## src/rtl/rob_retire_if.sv

```systemverilog
// -----------------------------------------------------------------------------
// rob_retire_if
//
// Purpose:
//   Groups every non-clock/reset signal of the reorder buffer into one
//   interface: dispatch allocation, FU completion, the free-pool push
//   channel, the architectural commit report and the occupancy status.
//
// Modports:
//   slave  - the reorder buffer itself. It consumes allocation, completion
//            and free_full, and produces ready/index, push, commit and status.
//   master - the surrounding pipeline (dispatch, FU lanes, free pool, areg
//            file), which is the mirror image of the slave view.
//
// Signal summary:
//   alloc_valid / alloc_ready / alloc_rob_num   dispatch handshake + index
//   alloc_reg_write, alloc_rd, alloc_old_rd,
//   alloc_ard, alloc_pc                         entry payload
//   cmpl_valid[2:0], cmpl_rob_num[3*IDX-1:0]    per-lane completion
//   free_full / free_push / free_reg            free-pool push channel
//   commit_valid, commit_ard, commit_prd,
//   commit_pc                                   committed mapping
//   rob_count, rob_empty, rob_full              occupancy status
// -----------------------------------------------------------------------------
interface rob_retire_if #(
    parameter int ROB_IDX_WIDTH = 4,
    parameter int PREG_WIDTH    = 6,
    parameter int AREG_WIDTH    = 5,
    parameter int PC_WIDTH      = 12,
    parameter int NUM_LANES     = 3
);
    // Dispatch side
    logic                              alloc_valid;
    logic                              alloc_ready;
    logic                              alloc_reg_write;
    logic [PREG_WIDTH-1:0]             alloc_rd;
    logic [PREG_WIDTH-1:0]             alloc_old_rd;
    logic [AREG_WIDTH-1:0]             alloc_ard;
    logic [PC_WIDTH-1:0]               alloc_pc;
    logic [ROB_IDX_WIDTH-1:0]          alloc_rob_num;

    // Completion lanes
    logic [NUM_LANES-1:0]              cmpl_valid;
    logic [NUM_LANES*ROB_IDX_WIDTH-1:0] cmpl_rob_num;

    // Free-pool push channel
    logic                              free_full;
    logic                              free_push;
    logic [PREG_WIDTH-1:0]             free_reg;

    // Commit report
    logic                              commit_valid;
    logic [AREG_WIDTH-1:0]             commit_ard;
    logic [PREG_WIDTH-1:0]             commit_prd;
    logic [PC_WIDTH-1:0]               commit_pc;

    // Status
    logic [ROB_IDX_WIDTH:0]            rob_count;
    logic                              rob_empty;
    logic                              rob_full;

    modport slave (
        input  alloc_valid, alloc_reg_write, alloc_rd, alloc_old_rd,
               alloc_ard, alloc_pc,
        input  cmpl_valid, cmpl_rob_num,
        input  free_full,
        output alloc_ready, alloc_rob_num,
        output free_push, free_reg,
        output commit_valid, commit_ard, commit_prd, commit_pc,
        output rob_count, rob_empty, rob_full
    );

    modport master (
        output alloc_valid, alloc_reg_write, alloc_rd, alloc_old_rd,
               alloc_ard, alloc_pc,
        output cmpl_valid, cmpl_rob_num,
        output free_full,
        input  alloc_ready, alloc_rob_num,
        input  free_push, free_reg,
        input  commit_valid, commit_ard, commit_prd, commit_pc,
        input  rob_count, rob_empty, rob_full
    );
endinterface

```

## src/rtl/rob_retire.sv

```systemverilog
// -----------------------------------------------------------------------------
// rob_retire
//
// Purpose:
//   16-entry in-order reorder buffer. Dispatch allocates one entry per cycle
//   at the tail, up to three FU lanes mark entries done, and at most one
//   entry per cycle retires from the head in program order. A retiring entry
//   returns its old physical destination to the free pool and reports its
//   committed mapping (ard -> rd, pc) to the architectural register file.
//
// Ports:
//   clk  - clock
//   rst  - asynchronous, active-low reset
//   bus  - rob_retire_if.slave (allocation, completion, free-pool push,
//          commit report, status); see rob_retire_if.sv
//
// Timing:
//   alloc_ready, alloc_rob_num, rob_count/empty/full are functions of the
//   current registers only. Commit and push outputs are registered and
//   appear one cycle after the edge at which the retire decision was taken.
// -----------------------------------------------------------------------------
module rob_retire #(
    parameter int ROB_DEPTH     = 16,
    parameter int ROB_IDX_WIDTH = 4,
    parameter int PREG_WIDTH    = 6,
    parameter int AREG_WIDTH    = 5,
    parameter int PC_WIDTH      = 12
) (
    input  logic         clk,
    input  logic         rst,
    rob_retire_if.slave  bus
);

    localparam int NUM_LANES = 3;
    localparam logic [ROB_IDX_WIDTH:0]   FULL_COUNT = (ROB_IDX_WIDTH+1)'(ROB_DEPTH);
    localparam logic [ROB_IDX_WIDTH:0]   CNT_ONE    = (ROB_IDX_WIDTH+1)'(1);
    localparam logic [ROB_IDX_WIDTH-1:0] IDX_ONE    = ROB_IDX_WIDTH'(1);

    // -------------------------------------------------------------------------
    // Pointers, occupancy and per-entry status bits (reset)
    // -------------------------------------------------------------------------
    logic [ROB_IDX_WIDTH-1:0] head_q, head_d;
    logic [ROB_IDX_WIDTH-1:0] tail_q, tail_d;
    logic [ROB_IDX_WIDTH:0]   count_q, count_d;
    logic [ROB_DEPTH-1:0]     valid_q, valid_d;
    logic [ROB_DEPTH-1:0]     done_q, done_d;

    // -------------------------------------------------------------------------
    // Entry payload (no reset: only ever read behind a valid bit)
    // -------------------------------------------------------------------------
    logic                  rw_mem_q     [ROB_DEPTH];
    logic [PREG_WIDTH-1:0] rd_mem_q     [ROB_DEPTH];
    logic [PREG_WIDTH-1:0] old_rd_mem_q [ROB_DEPTH];
    logic [AREG_WIDTH-1:0] ard_mem_q    [ROB_DEPTH];
    logic [PC_WIDTH-1:0]   pc_mem_q     [ROB_DEPTH];

    // -------------------------------------------------------------------------
    // Registered retire outputs
    // -------------------------------------------------------------------------
    logic                  commit_valid_q, commit_valid_d;
    logic                  free_push_q,    free_push_d;
    logic [PREG_WIDTH-1:0] free_reg_q,     free_reg_d;
    logic [AREG_WIDTH-1:0] commit_ard_q,   commit_ard_d;
    logic [PREG_WIDTH-1:0] commit_prd_q,   commit_prd_d;
    logic [PC_WIDTH-1:0]   commit_pc_q,    commit_pc_d;

    // -------------------------------------------------------------------------
    // Handshake decisions
    // -------------------------------------------------------------------------
    logic                  alloc_ready_w;
    logic                  alloc_fire;
    logic                  head_valid;
    logic                  head_done;
    logic                  head_rw;
    logic                  retire_fire;

    // Allocation looks at the pre-edge count only: a full ROB refuses a new
    // entry even when the head retires in the same cycle.
    assign alloc_ready_w = (count_q != FULL_COUNT);
    assign alloc_fire    = bus.alloc_valid && alloc_ready_w;

    assign head_valid    = valid_q[head_q];
    assign head_done     = done_q[head_q];
    assign head_rw       = rw_mem_q[head_q];

    // Only register-writing entries need a free-pool slot, so a full pool
    // stalls just those; non-writing entries retire regardless.
    assign retire_fire   = head_valid && head_done && (!head_rw || !bus.free_full);

    // -------------------------------------------------------------------------
    // Per-entry valid/done next state
    // -------------------------------------------------------------------------
    genvar gi;
    generate
        for (gi = 0; gi < ROB_DEPTH; gi++) begin : g_entry
            logic cmpl_hit;
            logic alloc_here;
            logic retire_here;

            // Any lane naming this slot; several lanes hitting it is harmless.
            always_comb begin
                cmpl_hit = 1'b0;
                for (int l = 0; l < NUM_LANES; l++) begin
                    if (bus.cmpl_valid[l] &&
                        (bus.cmpl_rob_num[l*ROB_IDX_WIDTH +: ROB_IDX_WIDTH] ==
                         ROB_IDX_WIDTH'(gi))) begin
                        cmpl_hit = 1'b1;
                    end
                end
            end

            assign alloc_here  = alloc_fire  && (tail_q == ROB_IDX_WIDTH'(gi));
            assign retire_here = retire_fire && (head_q == ROB_IDX_WIDTH'(gi));

            // Priority: allocation (fresh entry, not done) over retirement
            // (slot freed) over completion. Completion only lands on a slot
            // that is already valid, so stale strobes to empty slots vanish.
            assign valid_d[gi] = alloc_here  ? 1'b1 :
                                 retire_here ? 1'b0 :
                                 valid_q[gi];
            assign done_d[gi]  = alloc_here  ? 1'b0 :
                                 retire_here ? 1'b0 :
                                 (done_q[gi] | (cmpl_hit & valid_q[gi]));
        end
    endgenerate

    // -------------------------------------------------------------------------
    // Pointer / count / output next state
    // -------------------------------------------------------------------------
    always_comb begin
        head_d = head_q;
        tail_d = tail_q;
        count_d = count_q;

        // Pointers are exactly ROB_IDX_WIDTH bits, so they wrap 15 -> 0.
        if (retire_fire) begin
            head_d = head_q + IDX_ONE;
        end
        if (alloc_fire) begin
            tail_d = tail_q + IDX_ONE;
        end

        if (alloc_fire && !retire_fire) begin
            count_d = count_q + CNT_ONE;
        end else if (!alloc_fire && retire_fire) begin
            count_d = count_q - CNT_ONE;
        end
    end

    always_comb begin
        // Strobes are single-cycle; data holds its last value between retires.
        commit_valid_d = retire_fire;
        free_push_d    = retire_fire && head_rw;
        free_reg_d     = free_reg_q;
        commit_ard_d   = commit_ard_q;
        commit_prd_d   = commit_prd_q;
        commit_pc_d    = commit_pc_q;

        if (retire_fire) begin
            free_reg_d   = old_rd_mem_q[head_q];
            commit_ard_d = ard_mem_q[head_q];
            commit_prd_d = rd_mem_q[head_q];
            commit_pc_d  = pc_mem_q[head_q];
        end
    end

    // -------------------------------------------------------------------------
    // State registers
    // -------------------------------------------------------------------------
    always_ff @(posedge clk or negedge rst) begin
        if (!rst) begin
            head_q         <= '0;
            tail_q         <= '0;
            count_q        <= '0;
            valid_q        <= '0;
            done_q         <= '0;
            commit_valid_q <= 1'b0;
            free_push_q    <= 1'b0;
            free_reg_q     <= '0;
            commit_ard_q   <= '0;
            commit_prd_q   <= '0;
            commit_pc_q    <= '0;
        end else begin
            head_q         <= head_d;
            tail_q         <= tail_d;
            count_q        <= count_d;
            valid_q        <= valid_d;
            done_q         <= done_d;
            commit_valid_q <= commit_valid_d;
            free_push_q    <= free_push_d;
            free_reg_q     <= free_reg_d;
            commit_ard_q   <= commit_ard_d;
            commit_prd_q   <= commit_prd_d;
            commit_pc_q    <= commit_pc_d;
        end
    end

    // Payload is written once at allocation and read only at the head.
    always_ff @(posedge clk) begin
        if (alloc_fire) begin
            rw_mem_q[tail_q]     <= bus.alloc_reg_write;
            rd_mem_q[tail_q]     <= bus.alloc_rd;
            old_rd_mem_q[tail_q] <= bus.alloc_old_rd;
            ard_mem_q[tail_q]    <= bus.alloc_ard;
            pc_mem_q[tail_q]     <= bus.alloc_pc;
        end
    end

    // -------------------------------------------------------------------------
    // Outputs
    // -------------------------------------------------------------------------
    assign bus.alloc_ready   = alloc_ready_w;
    assign bus.alloc_rob_num = tail_q;
    assign bus.rob_count     = count_q;
    assign bus.rob_empty     = (count_q == '0);
    assign bus.rob_full      = (count_q == FULL_COUNT);

    assign bus.commit_valid  = commit_valid_q;
    assign bus.commit_ard    = commit_ard_q;
    assign bus.commit_prd    = commit_prd_q;
    assign bus.commit_pc     = commit_pc_q;
    assign bus.free_push     = free_push_q;
    assign bus.free_reg      = free_reg_q;

endmodule

```

## src/flat_wrapper.sv

```systemverilog
// flat-port wrapper written by rule: the top's interface ports become plain ports
module rob_retire_flat 
#(
    parameter int ROB_DEPTH     = 16,
    parameter int ROB_IDX_WIDTH = 4,
    parameter int PREG_WIDTH    = 6,
    parameter int AREG_WIDTH    = 5,
    parameter int PC_WIDTH      = 12
)
  (clk, rst, bus_alloc_valid, bus_alloc_reg_write, bus_alloc_rd, bus_alloc_old_rd, bus_alloc_ard, bus_alloc_pc, bus_cmpl_valid, bus_cmpl_rob_num, bus_free_full, bus_alloc_ready, bus_alloc_rob_num, bus_free_push, bus_free_reg, bus_commit_valid, bus_commit_ard, bus_commit_prd, bus_commit_pc, bus_rob_count, bus_rob_empty, bus_rob_full);
  rob_retire_if #(.ROB_IDX_WIDTH(ROB_IDX_WIDTH), .PREG_WIDTH(PREG_WIDTH), .AREG_WIDTH(AREG_WIDTH), .PC_WIDTH(PC_WIDTH), .NUM_LANES(3)) bus_i ();
  input  logic clk;
  input  logic rst;
  input wire logic [$bits(bus_i.alloc_valid)-1:0] bus_alloc_valid;
  input wire logic [$bits(bus_i.alloc_reg_write)-1:0] bus_alloc_reg_write;
  input wire logic [$bits(bus_i.alloc_rd)-1:0] bus_alloc_rd;
  input wire logic [$bits(bus_i.alloc_old_rd)-1:0] bus_alloc_old_rd;
  input wire logic [$bits(bus_i.alloc_ard)-1:0] bus_alloc_ard;
  input wire logic [$bits(bus_i.alloc_pc)-1:0] bus_alloc_pc;
  input wire logic [$bits(bus_i.cmpl_valid)-1:0] bus_cmpl_valid;
  input wire logic [$bits(bus_i.cmpl_rob_num)-1:0] bus_cmpl_rob_num;
  input wire logic [$bits(bus_i.free_full)-1:0] bus_free_full;
  output wire logic [$bits(bus_i.alloc_ready)-1:0] bus_alloc_ready;
  output wire logic [$bits(bus_i.alloc_rob_num)-1:0] bus_alloc_rob_num;
  output wire logic [$bits(bus_i.free_push)-1:0] bus_free_push;
  output wire logic [$bits(bus_i.free_reg)-1:0] bus_free_reg;
  output wire logic [$bits(bus_i.commit_valid)-1:0] bus_commit_valid;
  output wire logic [$bits(bus_i.commit_ard)-1:0] bus_commit_ard;
  output wire logic [$bits(bus_i.commit_prd)-1:0] bus_commit_prd;
  output wire logic [$bits(bus_i.commit_pc)-1:0] bus_commit_pc;
  output wire logic [$bits(bus_i.rob_count)-1:0] bus_rob_count;
  output wire logic [$bits(bus_i.rob_empty)-1:0] bus_rob_empty;
  output wire logic [$bits(bus_i.rob_full)-1:0] bus_rob_full;
  assign bus_i.alloc_valid = bus_alloc_valid;
  assign bus_i.alloc_reg_write = bus_alloc_reg_write;
  assign bus_i.alloc_rd = bus_alloc_rd;
  assign bus_i.alloc_old_rd = bus_alloc_old_rd;
  assign bus_i.alloc_ard = bus_alloc_ard;
  assign bus_i.alloc_pc = bus_alloc_pc;
  assign bus_i.cmpl_valid = bus_cmpl_valid;
  assign bus_i.cmpl_rob_num = bus_cmpl_rob_num;
  assign bus_i.free_full = bus_free_full;
  assign bus_alloc_ready = bus_i.alloc_ready;
  assign bus_alloc_rob_num = bus_i.alloc_rob_num;
  assign bus_free_push = bus_i.free_push;
  assign bus_free_reg = bus_i.free_reg;
  assign bus_commit_valid = bus_i.commit_valid;
  assign bus_commit_ard = bus_i.commit_ard;
  assign bus_commit_prd = bus_i.commit_prd;
  assign bus_commit_pc = bus_i.commit_pc;
  assign bus_rob_count = bus_i.rob_count;
  assign bus_rob_empty = bus_i.rob_empty;
  assign bus_rob_full = bus_i.rob_full;
  rob_retire #(.ROB_DEPTH(ROB_DEPTH), .ROB_IDX_WIDTH(ROB_IDX_WIDTH), .PREG_WIDTH(PREG_WIDTH), .AREG_WIDTH(AREG_WIDTH), .PC_WIDTH(PC_WIDTH)) u_core (.clk(clk), .rst(rst), .bus(bus_i));
endmodule
```

## config.mk

```make
export PLATFORM = sky130hd
export DESIGN_NAME = rob_retire_flat
export DESIGN_NICKNAME = d
export VERILOG_FILES = /design/src/rtl/rob_retire_if.sv /design/src/rtl/rob_retire.sv /design/src/flat_wrapper.sv
export SDC_FILE = /design/constraint.sdc
export NUM_CORES = 1
export LEC_CHECK = 0
export ABC_AREA = 1
export CAP_MARGIN = 40
export CORE_ASPECT_RATIO = 1.75
export CORE_UTILIZATION = 39
export DETAILED_ROUTE_END_ITERATION = 10
export GPL_TIMING_DRIVEN = 1
export PLACE_DENSITY = 0.54
export SYNTH_ARGS = -nofsm -noshare
export SYNTH_HDL_FRONTEND = slang
export SYNTH_SLANG_ARGS = --single-unit
```

## constraint.sdc

```tcl
create_clock -name clk -period 4 [get_ports clk]
set_input_delay 0.4 -clock clk [delete_from_list [all_inputs] [get_ports clk]]
set_output_delay 0.4 -clock clk [all_outputs]
set_load 0.01 [all_outputs]
```

==> run_results.csv <==
group,metric,value,unit
sta,max_slew.worst_pin.slew,1.06,ns
cts,tritoncts_clock_tree,"done",
layout,largest_reg_flops,192,
sta,final_max_slew_viol_count,0,
worst_setup_path,timing.critical_path.required,4.51,ns
floorplanning,floorplan.core_area,0.0581,mm^2
worst_setup_path,slowest_delay,0.61,ns
worst_setup_path,worstPathMaxFanout,60,
place,dp.final_hpwl,34600,um
synth,mappedNetlistArea,0.0229,mm^2
cts,clock_sinks,556,
sta,min_period_over_period,87.7,%
floorplanning,start_util,39.3,%
worst_setup_path,highest_delay_cell_along_the_critical_path,"dfrtp_4",
synth,ys_types,33,
cts,h_tree_level_count,2,
power,power_density,714,mW/mm^2
cts,tritoncts.num_buffers,48,
synth,synth_sequential_area_ratio,71.4,%
job,max-cap-violations,0,
global_route,grt_max_degree,206,
route,remaining_design_rule_violation_count,0,
worst_setup_path,timing.rr.start,"u_core.head_q[0]",
cts,number_of_resized_instances_in_the_post_cts_repair_step,0,
route,routed-via-count,15400,
global_route,number_of_antenna_violations_at_the_first_check_in_global_routing,3,
global_route,grt_pass1_vias,15400,
cts,ctsHoldBuffers,1,
layout,syn_to_final_growth,15.7,%
sta,number_of_setup_violations_in_the_final_report,0,
synth,syn_inst,2003,
layout,max_flop_register,"u_core.pc_mem_q",
worst_setup_path,critPathMostFrequentCell,"nand2_1",
layout,final_cells,2895,
floorplanning,die_ar,0.0596,mm^2
route,wl_per_cell,21.4,um
route,postRouteWirelength,62100,um
floorplanning,die_height,322,um
sta,setup_tns,0,ns
synth,syn-mean-instance-area,11.4,um^2
sta,max-slew-margin-rel,29.7,%
route,final_ant_viol_nets,0,
layout,drive_gt1_share,7.03,%
worst_setup_path,worst-r2r-setup-slack,0.49,ns
place,placement.io_buffers,91,
worst_hold_path,hold_crit_class,"input pin to async pin",
power,irDropWorstVdd,0.521,mV
layout,filler_cell_count,5359,
floorplanning,die-width,185,um
sta,hold_viol,0,
floorplanning,floorplan.io_pins,92,
worst_setup_path,critical_path_type,"register to register",
layout,multi_input_comb_area,0.00573,mm^2
synth,ys.warnings.count,0,
worst_setup_path,worstRegToRegCells,18,
route,vias_per_cell,5.33,
sta,post-route-min-period,3.51,ns
power,total_power,18.9,mW
synth,syn-num-nets,2066,
status,outcome,"completed",
synth,ys_seq_elements,556,
sta,maxClockFrequency,285,MHz
place,dp.cells,2802,
sta,skew,0.0151,ns
worst_setup_path,crit-reg2reg-capture,"u_core.bus.rob_count[4]",
cts,clock_insertion_delay_worst_skew,0.59,ns
worst_setup_path,worst_setup_path_start_kind,"register",
layout,final_nets,2143,
global_route,grt_first_pass_wirelength,93700,um
global_route,grt_use_total,21.2,%
sta,rsz_0062_raised_after_global_routing,"no",
layout,largest_registers,"u_core.pc_mem_q: 192 flops, u_core.old_rd_mem_q: 96 flops, u_core.rd_mem_q: 96 flops",
cts,post-cts-setup-buffer-count,0,
worst_setup_path,critical_path.top_delay_family,"simple AND/OR/NAND/NOR gates",
worst_setup_path,endpoint_kind,"register",
cts,number_of_buffers_on_the_longest_clock_path,3,
route,number_of_drc_violations_after_detailed_routing_iteration_0,1243,
place,finalWeightedCongestion,0.882,
route,dr.pass1.iters,7,
layout,register_area,0.0163,mm^2
global_route,remaining_global_route_overflow,0,
floorplanning,rows,117,
worst_setup_path,timing.critical_path.buf_inv,2,
worst_setup_path,worst_ep_arrival_time,4.02,ns
cts,ctsRootBufferMaster,"clkbuf_16",
worst_setup_path,path_cells,"inv_6 -> nand2_1 -> nand2_1 -> nand2_1 -> nand2_1 -> nand2_1 -> nand2_1 -> nor2_1 -> nor2_4 -> nand2_4 -> ha_1 -> inv_1 -> ha_1 -> a21o_1 -> o21ai_0 -> nand2_1 -> nor2_1 -> xor2_1",
power,total_leakage_power,9.55,nW
cts,clk_pin_slew_worst_paths,0.07,ns
==> routing by layer <==
layer,track usage [%],up-vias,wire [um]
li1,-,7148,-
met1,26.6,7766,25300
met2,37.6,416,32100
met3,2.57,87,3080
met4,6.69,0,1580
met5,0,-,0
==> kinds of logic after synthesis <==
family | Yosys count | synth area share [%]
simple gates | 813 | 14.2
flops | 556 | 71.4
compound gates | 382 | 9.18
buf+inv | 230 | 4.17
fa+ha+maj | 14 | 0.799
xor+xnor | 8 | 0.307
==> cells in the mapped netlist (all sizes together) <==
library cell	instances	area share, %
xor2	6	0.23
o221ai	3	0.11
fa	1	0.088
xnor2	2	0.077
nand3	66	1.4
nand4	29	0.79
nor4	1	0.027
o22ai	116	3.2
nor2	302	5.0
o21ai	239	5.3
and3	2	0.055
a21oi	16	0.35
ha	13	0.71
inv	120	2.0
or2	1	0.027
clkinv	1	0.022
edfxtp	480	63
nand2	408	6.7
dfrtp	76	8.3
a31oi	1	0.027
clkbuf	78	1.3
nor3	4	0.088
o211ai	6	0.20
buf	31	0.89
a21o	1	0.033
==> placed cells by master, fill, tap and decap left out, types with 4 or more instances in the layout <==
cell type	count
dfrtp_1	74
o22ai_1	116
clkbuf_8	10
clkinv_2	7
edfxtp_1	480
clkdlybuf4s50_1	90
clkinvlp_4	4
ha_1	13
clkinv_1	4
a21oi_1	16
nand2_1	407
nor2_1	283
bufinv_16	5
inv_1	118
nor2_4	19
nand4_1	29
o211ai_1	6
nand3_1	66
o21ai_1	23
clkbuf_1	10
xor2_1	6
clkbuf_16	48
o21ai_0	215
buf_4	41
==> worst register-to-register path: stages, from the launching register on <==
cell     delay, ns
dfrtp_4       0.61
inv_6         0.38
nand2_1       0.10
nand2_1       0.07
nand2_1       0.04
nand2_1       0.07
nand2_1       0.06
nand2_1       0.07
nor2_1        0.06
nor2_4        0.34
nand2_4       0.23
ha_1          0.28
inv_1         0.16
ha_1          0.30
a21o_1        0.19
o21ai_0       0.15
nand2_1       0.06
nor2_1        0.11
xor2_1        0.14
==> area by class of cell <==
| cell class | instances | share of cell area, % |
|---|---|---|
| antenna | 2 | 0.0189 |
| clock buffer | 68 | 5.20 |
| clock inverter | 22 | 1.04 |
| inverter | 121 | 1.75 |
| multi-input combinational | 1217 | 21.7 |
| sequential | 556 | 61.7 |
| tap | 773 | 3.66 |
| timing repair buffer | 136 | 4.99 |
==> worst max path at each step <==
stage,from,depth (start not counted),slack (ns),endpoint
after floorplan,u_core.bus.rob_count[0],4,0.49,u_core.ard_mem_q[15][0]
after global placement,u_core.head_q[0],18,0.58,u_core.bus.rob_count[4]
after detailed placement,u_core.head_q[0],18,0.50,u_core.bus.rob_count[4]
after CTS,u_core.head_q[0],18,0.49,u_core.bus.rob_count[4]
after global routing,u_core.head_q[0],18,0.09,u_core.bus.rob_count[4]
final,u_core.head_q[0],18,0.49,u_core.bus.rob_count[4]
==> metrics by stage <==
stage          setup slack [ns]  hold slack, ns  area [um^2]  util [%]
6_report                  0.491           0.337        26500      45.5
5_1_grt                  0.0881           0.381        26500      45.5
4_1_cts                   0.486           0.330        26500      45.5
3_5_place_dp              0.499           0.434        24800      42.7
3_3_place_gp              0.578           0.432        24700      42.5
2_1_floorplan             0.492           0.104        22900         -
==> report_power, final <==
part | internal, mW | switching [mW] | leakage (nW) | total (mW)
registers | 7.17 | 0.424 | 5.24 | 7.59
logic | 2.06 | 4.37 | 3.51 | 6.44
clock network | 2.75 | 2.12 | 0.798 | 4.86
total | 12.0 | 6.92 | 9.55 | 18.9
(Power assumes the default switching activity.)
